`config.mk`:
```
export PLATFORM = sky130hd
export DESIGN_NAME = pic_host_ctrl
export DESIGN_NICKNAME = d
export VERILOG_FILES = /design/src/rtl/pic_host_pkg.sv /design/src/rtl/pic_bus_strobe.sv /design/src/rtl/pic_host_ctrl.sv
export SDC_FILE = /design/constraint.sdc
export NUM_CORES = 1
export LEC_CHECK = 0
export CORE_UTILIZATION = 30
export DETAILED_ROUTE_END_ITERATION = 16
export GPL_TIMING_DRIVEN = 0
export PLACE_DENSITY = 0.53
export SYNTH_ARGS = -nofsm -noshare
export SYNTH_HDL_FRONTEND = slang
export SYNTH_SLANG_ARGS = --single-unit
```
`constraint.sdc`:
```
create_clock -name clk -period 1.8 [get_ports clk]
set_input_delay 0.18 -clock clk [delete_from_list [all_inputs] [get_ports clk]]
set_output_delay 0.18 -clock clk [all_outputs]
set_load 0.05 [all_outputs]
```
`src/rtl/pic_host_pkg.sv`:
```
// pic_host_pkg: shared types and constants for the PIC host controller.
//   state_t     - controller FSM states
//   op_t        - kind of write sequence in flight (init list or EOI)
//   ICW1_SINGLE - ICW1 byte: edge triggered, single PIC, ICW4 needed
//   OCW2_NS_EOI - OCW2 byte: non-specific EOI
//   INIT_LEN    - number of bytes in the init list (ICW1, ICW2, ICW4, OCW1)
//   init_byte() - byte for a given init-list position
package pic_host_pkg;

    typedef enum logic [3:0] {
        IDLE,
        WR_SETUP,
        WR_STROBE,
        WR_HOLD,
        GAP,
        ACK1,
        ACK_GAP,
        ACK2,
        VEC_HOLD
    } state_t;

    typedef enum logic {
        OP_INIT,
        OP_EOI
    } op_t;

    localparam logic [7:0] ICW1_SINGLE = 8'h13;
    localparam logic [7:0] OCW2_NS_EOI = 8'h20;
    localparam int         INIT_LEN    = 4;

    function automatic logic [7:0] init_byte(input logic [1:0] idx,
                                             input logic [4:0] base,
                                             input logic [7:0] icw4,
                                             input logic [7:0] imr);
        case (idx)
            2'd0:    return ICW1_SINGLE;
            2'd1:    return {base, 3'b000};
            2'd2:    return icw4;
            default: return imr;
        endcase
    endfunction

endpackage

```
`src/rtl/pic_bus_strobe.sv`:
```
// pic_bus_strobe: timed phase generator shared by PIC write and INTA cycles.
// A start pulse loads a down-counter with the pulse or gap length; the phase
// ends on the cycle the counter reads zero.
//   clk, rst_n  - clock, synchronous active-low reset
//   start       - load a new phase (asserted on the edge entering it)
//   start_gap   - 1: the new phase is a recovery gap, 0: a low strobe
//   strobe_low  - high for every cycle of a strobe phase
//   phase_done  - high on the last cycle of the current phase
module pic_bus_strobe #(
    parameter int PULSE_CYCLES = 2,
    parameter int GAP_CYCLES   = 1
) (
    input  logic clk,
    input  logic rst_n,
    input  logic start,
    input  logic start_gap,
    output logic strobe_low,
    output logic phase_done
);

    localparam logic [3:0] PULSE_LOAD = 4'(PULSE_CYCLES - 1);
    localparam logic [3:0] GAP_LOAD   = 4'(GAP_CYCLES - 1);

    logic [3:0] cnt;

    always_ff @(posedge clk) begin
        if (!rst_n) begin
            cnt        <= 4'd0;
            strobe_low <= 1'b0;
        end else if (start) begin
            cnt        <= start_gap ? GAP_LOAD : PULSE_LOAD;
            strobe_low <= !start_gap;
        end else if (cnt != 4'd0) begin
            cnt <= cnt - 4'd1;
        end else begin
            strobe_low <= 1'b0;
        end
    end

    assign phase_done = (cnt == 4'd0);

endmodule

```
`src/rtl/pic_host_ctrl.sv`:
```
// pic_host_ctrl: CPU-side initiator for an 8259-compatible PIC.
// Programs the PIC (ICW1, ICW2, ICW4, OCW1) on cfg_start, answers intr with
// the two-pulse INTA sequence, hands the vector to the core over
// vec_valid/vec_ready and issues a non-specific EOI on eoi_req.
// Optional build macro PIC_HOST_SPUR_DET_EN adds vec_spur (spurious IR7 flag).
//   clk, rst_n          - clock, synchronous active-low reset
//   cs_n/wr_n/rd_n/a1   - PIC bus control (rd_n is never asserted)
//   data_out, data_oe   - byte toward the PIC and its drive enable
//   data_in             - byte from the PIC bus (vector during INTA)
//   intr, inta_n        - PIC interrupt request / acknowledge
//   cfg_start, vec_base - start initialisation with vector base T7..T3
//   cfg_done            - initialisation completed
//   vec_valid/vec_data/vec_ready - vector handshake to the core
//   eoi_req, eoi_done   - EOI request / completion pulse
//   busy                - FSM not idle
//
// state     | meaning
// IDLE      | arbitrate pending cfg > EOI > acknowledge
// WR_SETUP  | cs_n low, address/data driven, wr_n high
// WR_STROBE | wr_n low for PULSE_CYCLES
// WR_HOLD   | wr_n high, cs_n/data held
// GAP       | all strobes high for GAP_CYCLES, then next init byte or IDLE
// ACK1      | first inta_n pulse
// ACK_GAP   | inta_n high between the pulses
// ACK2      | second inta_n pulse, vector captured on its last cycle
// VEC_HOLD  | vec_valid high until the core takes the vector
module pic_host_ctrl
    import pic_host_pkg::*;
#(
    parameter int         PULSE_CYCLES = 2,
    parameter int         GAP_CYCLES   = 1,
    parameter logic [7:0] ICW4_VAL     = 8'h01,
    parameter logic [7:0] IMR_INIT     = 8'h00
) (
    input  logic       clk,
    input  logic       rst_n,
    output logic       cs_n,
    output logic       wr_n,
    output logic       rd_n,
    output logic       a1,
    output logic [7:0] data_out,
    output logic       data_oe,
    input  logic [7:0] data_in,
    input  logic       intr,
    output logic       inta_n,
    input  logic       cfg_start,
    input  logic [4:0] vec_base,
    output logic       cfg_done,
    output logic       vec_valid,
    output logic [7:0] vec_data,
    input  logic       vec_ready,
    input  logic       eoi_req,
    output logic       eoi_done,
    output logic       busy
`ifdef PIC_HOST_SPUR_DET_EN
    ,
    output logic       vec_spur
`endif
);

    localparam logic [1:0] INIT_LAST = 2'(INIT_LEN - 1);

    state_t     state, state_nx;
    op_t        op_q;
    logic [1:0] idx_q;
    logic [7:0] byte_q;
    logic       a1_q;
    logic [4:0] base_q, pend_base;
    logic       cfg_pend, eoi_pend;
    logic       intr_s1, intr_s2;
    logic       cfg_done_q, vec_valid_q;
    logic [7:0] vec_data_q;

    logic       take_cfg, take_eoi, next_init;
    logic       strb_start, strb_gap, strobe_low, phase_done;
    logic       wr_bus, capture;

    pic_bus_strobe #(
        .PULSE_CYCLES(PULSE_CYCLES),
        .GAP_CYCLES  (GAP_CYCLES)
    ) u_strobe (
        .clk       (clk),
        .rst_n     (rst_n),
        .start     (strb_start),
        .start_gap (strb_gap),
        .strobe_low(strobe_low),
        .phase_done(phase_done)
    );

    always_comb begin
        state_nx   = state;
        take_cfg   = 1'b0;
        take_eoi   = 1'b0;
        next_init  = 1'b0;
        strb_start = 1'b0;
        strb_gap   = 1'b0;
        case (state)
            IDLE: begin
                if (cfg_start || cfg_pend) begin
                    take_cfg = 1'b1;
                    state_nx = WR_SETUP;
                end else if (eoi_req || eoi_pend) begin
                    take_eoi = 1'b1;
                    state_nx = WR_SETUP;
                end else if (cfg_done_q && intr_s2 && !vec_valid_q) begin
                    state_nx   = ACK1;
                    strb_start = 1'b1;
                end
            end
            WR_SETUP: begin
                state_nx   = WR_STROBE;
                strb_start = 1'b1;
            end
            WR_STROBE: if (phase_done) state_nx = WR_HOLD;
            WR_HOLD: begin
                state_nx   = GAP;
                strb_start = 1'b1;
                strb_gap   = 1'b1;
            end
            GAP: begin
                if (phase_done) begin
                    if (op_q == OP_INIT && idx_q != INIT_LAST) begin
                        next_init = 1'b1;
                        state_nx  = WR_SETUP;
                    end else begin
                        state_nx = IDLE;
                    end
                end
            end
            ACK1: begin
                if (phase_done) begin
                    state_nx   = ACK_GAP;
                    strb_start = 1'b1;
                    strb_gap   = 1'b1;
                end
            end
            ACK_GAP: begin
                if (phase_done) begin
                    state_nx   = ACK2;
                    strb_start = 1'b1;
                end
            end
            ACK2:     if (phase_done) state_nx = VEC_HOLD;
            VEC_HOLD: if (vec_ready) state_nx = IDLE;
            default:  state_nx = IDLE;
        endcase
    end

    assign capture = (state == ACK2) && phase_done;

    always_ff @(posedge clk) begin
        if (!rst_n) begin
            state       <= IDLE;
            op_q        <= OP_INIT;
            idx_q       <= 2'd0;
            byte_q      <= 8'h00;
            a1_q        <= 1'b0;
            base_q      <= 5'd0;
            pend_base   <= 5'd0;
            cfg_pend    <= 1'b0;
            eoi_pend    <= 1'b0;
            intr_s1     <= 1'b0;
            intr_s2     <= 1'b0;
            cfg_done_q  <= 1'b0;
            vec_valid_q <= 1'b0;
            vec_data_q  <= 8'h00;
        end else begin
            state   <= state_nx;
            intr_s1 <= intr;
            intr_s2 <= intr_s1;

            // A pulse served directly from IDLE is never latched; a repeat
            // pulse while one is pending is dropped.
            if (take_cfg) begin
                cfg_pend <= 1'b0;
            end else if (cfg_start && !cfg_pend) begin
                cfg_pend  <= 1'b1;
                pend_base <= vec_base;
            end
            if (take_eoi) eoi_pend <= 1'b0;
            else if (eoi_req) eoi_pend <= 1'b1;

            if (take_cfg) begin
                op_q   <= OP_INIT;
                idx_q  <= 2'd0;
                base_q <= cfg_pend ? pend_base : vec_base;
                byte_q <= ICW1_SINGLE;
                a1_q   <= 1'b0;
            end else if (take_eoi) begin
                op_q   <= OP_EOI;
                byte_q <= OCW2_NS_EOI;
                a1_q   <= 1'b0;
            end else if (next_init) begin
                idx_q  <= idx_q + 2'd1;
                byte_q <= init_byte(idx_q + 2'd1, base_q, ICW4_VAL, IMR_INIT);
                a1_q   <= 1'b1;
            end

            if (state == GAP && phase_done && op_q == OP_INIT && idx_q == INIT_LAST)
                cfg_done_q <= 1'b1;

            if (capture) begin
                vec_data_q  <= data_in;
                vec_valid_q <= 1'b1;
            end else if (state == VEC_HOLD && vec_ready) begin
                vec_valid_q <= 1'b0;
            end
        end
    end

`ifdef PIC_HOST_SPUR_DET_EN
    // intr is sampled on the first ACK2 cycle; with a one-cycle pulse that
    // cycle is also the capture cycle, so the live value is used directly.
    logic ack2_first, intr_at_ack2, intr_seen, vec_spur_q;

    assign intr_seen = ack2_first ? intr_s2 : intr_at_ack2;

    always_ff @(posedge clk) begin
        if (!rst_n) begin
            ack2_first   <= 1'b0;
            intr_at_ack2 <= 1'b0;
            vec_spur_q   <= 1'b0;
        end else begin
            ack2_first <= (state_nx == ACK2) && (state != ACK2);
            if (state == ACK2 && ack2_first) intr_at_ack2 <= intr_s2;
            if (capture) vec_spur_q <= !intr_seen && (data_in[2:0] == 3'b111);
            else if (state == VEC_HOLD && vec_ready) vec_spur_q <= 1'b0;
        end
    end

    assign vec_spur = vec_spur_q;
`endif

    assign wr_bus    = (state == WR_SETUP) || (state == WR_STROBE) || (state == WR_HOLD);
    assign cs_n      = !wr_bus;
    assign data_oe   = wr_bus;
    assign a1        = wr_bus && a1_q;
    assign data_out  = wr_bus ? byte_q : 8'h00;
    assign wr_n      = !(strobe_low && state == WR_STROBE);
    assign inta_n    = !(strobe_low && (state == ACK1 || state == ACK2));
    assign rd_n      = 1'b1;
    assign eoi_done  = (state == GAP) && phase_done && (op_q == OP_EOI);
    assign busy      = (state != IDLE);
    assign cfg_done  = cfg_done_q;
    assign vec_valid = vec_valid_q;
    assign vec_data  = vec_data_q;

endmodule

```
==> flow_metrics.tcl, run 1 <==
set metrics [dict create \
    status "finished, violations left" \
    violations "negative setup slack" \
    fmax_mhz 551 \
    dieHeight_um 86.6 \
    synth_area_leaders "dfxtp_1, mux2i_1, nor2b_1" \
    clk_pin_slew_worst_paths_ns 0.09 \
    min-delay-start "rst_n" \
    setup_slack_ns -0.0147 \
    criticalPathCategory "register to register" \
    startpoint "u_strobe.cnt[0]" \
    cp_max_fo 5 \
    n_fill_cell 739 \
    syn_inst 234 \
    seq_area_um2 892 \
    max_cap_viol_count 0 \
    cts.sinks 44 \
    finish.net_count 315 \
    htree_levels 2 \
    critPathArrivalTime_ns 2.01 \
    syn_area_um2 2150 \
    grt_pass1_wl_um 8340 \
    period_minus_slack_ns 1.81 \
    wire_per_inst_um 13.1 \
    syn_nets 258 \
    r2r_slack_ns -0.01 \
    mostFrequentLayoutCell "dfxtp_1" \
    grt_busiest_layer "met2" \
    place_congestion 0.848 \
    routed_wl_um 5070 \
    final_cell_mix "dfxtp_1, clkdlybuf4s50_1, nand2_1, buf_4, mux2i_1" \
    hold_viol_final 0 \
    dr.pass1.iters 4 \
    start_util 0.313 \
    r2r_end "vec_data[3]" \
    timing.setup.tns_ns -0.0352 \
    use_met3 0.0371 \
    cp_slowest_cell "or3b_4" \
    num_rows 30 \
    vias_per_cell 4.65 \
    async_flop_share 0 \
    n_antenna_cell 0 \
    ys_seq_area_frac 0.410 \
    synth-edff-count 0 \
    via_count 1806 \
    endpoint_kind "register" \
    core-area_um2 6870 \
    synth_warnings 0 \
    crit_path_start_kind "register" \
    r2r_start "u_strobe.cnt[0]" \
    p_leak_nw 1.19 \
    crit_family "simple AND/OR/NAND/NOR gates" \
    grt_use_met1 0.202 \
    p_per_area_nw_per_um2 1480 \
    yosysTopAreaCell "dfxtp_1" \
    cp_cell_sequence "inv_2, ha_4, or3b_4, nor4_4, buf_6, mux2i_2, nor2b_1" \
    holdPathEnd "state[1]" \
    synth_cell_type_count 48 \
    yosys.area.top_type_share 0.410 \
    multiInputGateArea_um2 1250 \
    numPortBuffers 41 \
    worstPathRequired_ns 2.00 \
    drive_above_1_share 0.257 \
    path_buf_inv 2 \
    finalSetupViolCount 4 \
    antenna_left 0 \
    cts_buffers 5 \
    dp.cells 371 \
    route.detailed.drc 0 \
    finalMaxSlewViolations 0 \
    antenna_found_initial 0 \
    die_area_um2 7500 \
    die_w_um 86.6 \
    fin_cells 388 \
    ys.flop_type "dfxtp_1" \
    cts.path.max_buffers 2 \
    io_pins 45 \
    grt_overflow_total 0 \
    grt_use_total 0.143 \
    max-vdd-ir-drop_v 0.000506 \
    cpPeakStageDelay_ns 0.42 \
    grt_max_degree 16 \
    cts-root-buf "clkbuf_8" \
    clock_skew_ns 0.00319 \
    first_global_vias 1696 \
    cts_tree "done" \
    holdPathStages 3 \
    worst_pin_slew_ns 0.564 \
    dp_hpwl_um 3430 \
    rsz0062_at_grt "true" \
    grt.met2_usage 0.211 \
    drt-initial-drc-count 77 \
    avgSynthCellArea_um2 9.18 \
    ys_seq_elements 44 \
    r2r_cells 7 \
    area_growth_syn_to_layout_pct 39.2 \
    fin_crit_sh 1.01 \
    hold_class "primary input to register" \
    insertion_delay_ns 0.30 \
    max_slew_margin 0.620 \
]
## timing repair
item / in CTS / in global routing
hold buffers: 0 / 0
pin swaps: 4 / 3
buffers inserted: 6 / 3
setup endpoints to repair: 36 / 38
gates resized for setup: 98 / 23
cloned: 1 / 0
## synthesized netlist by cell type (all sizes together) (2+ instances only)
| cell type | number |
|---|---|
| o211ai | 2 |
| and2 | 10 |
| nor4 | 3 |
| clkbuf | 5 |
| xnor2 | 2 |
| nor2 | 13 |
| o211a | 7 |
| and3 | 4 |
| o31a | 2 |
| nor3b | 4 |
| nor2b | 17 |
| nand3 | 9 |
| o21ai | 3 |
| ha | 5 |
| a21boi | 2 |
| nand2b | 3 |
| a21oi | 13 |
| inv | 10 |
| conb | 2 |
| nor3 | 3 |
| nand2 | 20 |
| buf | 11 |
| a31oi | 3 |
| mux2i | 20 |
| nor4b | 2 |
| dfxtp | 44 |
## logic make-up after synthesis
kind of cell | Yosys count | share of synthesized area
AND/OR/NAND/NOR | 95 | 0.261
flip-flops | 44 | 0.410
AO/OA/AOI/OAI | 39 | 0.132
buffers and inverters | 26 | 0.0583
multiplexers | 20 | 0.0932
adder cells (fa/ha/maj) | 5 | 0.0291
XOR/XNOR | 3 | 0.0122
other | 2 | 0.00350
## routing by layer
layer,share of wire,vias up
met5,0,-
met4,0.011,0
met3,0.050,4
met2,0.43,51
met1,0.51,832
li1,-,919
## worst reg2reg max path, stage by stage, from the launching register on
cell and delay (ns):
dfxtp_2 0.34, inv_2 0.07, ha_4 0.15, or3b_4 0.42, nor4_4 0.28, buf_6 0.18, mux2i_2 0.21, nor2b_1 0.06
## where the power goes
group | switching [W] | internal (W)
Clock | 0.000364 | 0.000418
Sequential | 0.000181 | 0.00120
Combinational | 0.00128 | 0.000970
Total | 0.00182 | 0.00259
## layout make-up
type                            instances  area share
Tap cell                               96      0.0402
Buffer                                 15      0.0360
Clock buffer                            5      0.0230
Sequential cell                        44       0.298
Clock inverter                          3      0.0159
Inverter                               10      0.0126
Timing Repair Buffer                   51       0.154
Multi-Input combinational cell        164       0.419
## through the flow
step                area (µm²)  worst slack, ns  hold WS [ns]  total power (W)  utilization
detailed placement        2710           -0.483         0.419          0.00327        0.394
finish                    2990          -0.0147         0.317          0.00442        0.435
global route              2990           -0.110         0.323          0.00471        0.435
global placement          2710           -0.473         0.419          0.00325        0.394
CTS                       2920          0.00390         0.305          0.00430        0.425
floorplan                 2170           -0.374         0.307          0.00276            -
## registers in the layout, indices dropped and copies added (netlist names), 2 cells and up
signal        count
byte_q            7
vec_data          8
idx_q             2
pend_base         5
base_q            5
u_strobe.cnt      4
state             4
## how the worst max path moves through the flow
stage | end | slack [ns] | cells past startpoint
global placement | eoi_done | -0.47 | 5
global route | vec_data[1] | -0.11 | 7
detailed placement | eoi_done | -0.48 | 5
floorplan | a1 | -0.37 | 5
CTS | vec_data[1] | 0.004 | 8
finish | vec_data[3] | -0.01 | 7
No activity file was read; power rests on OpenSTA's default activity.
==> inputs of run 2 (changes only) <==
- CTS_CLUSTER_DIAMETER: not set -> 40
- SLEW_MARGIN: not set -> 30
==> results of run 2 <==
Same layout as run 1: the final DEF is identical, and so are final timing and power.
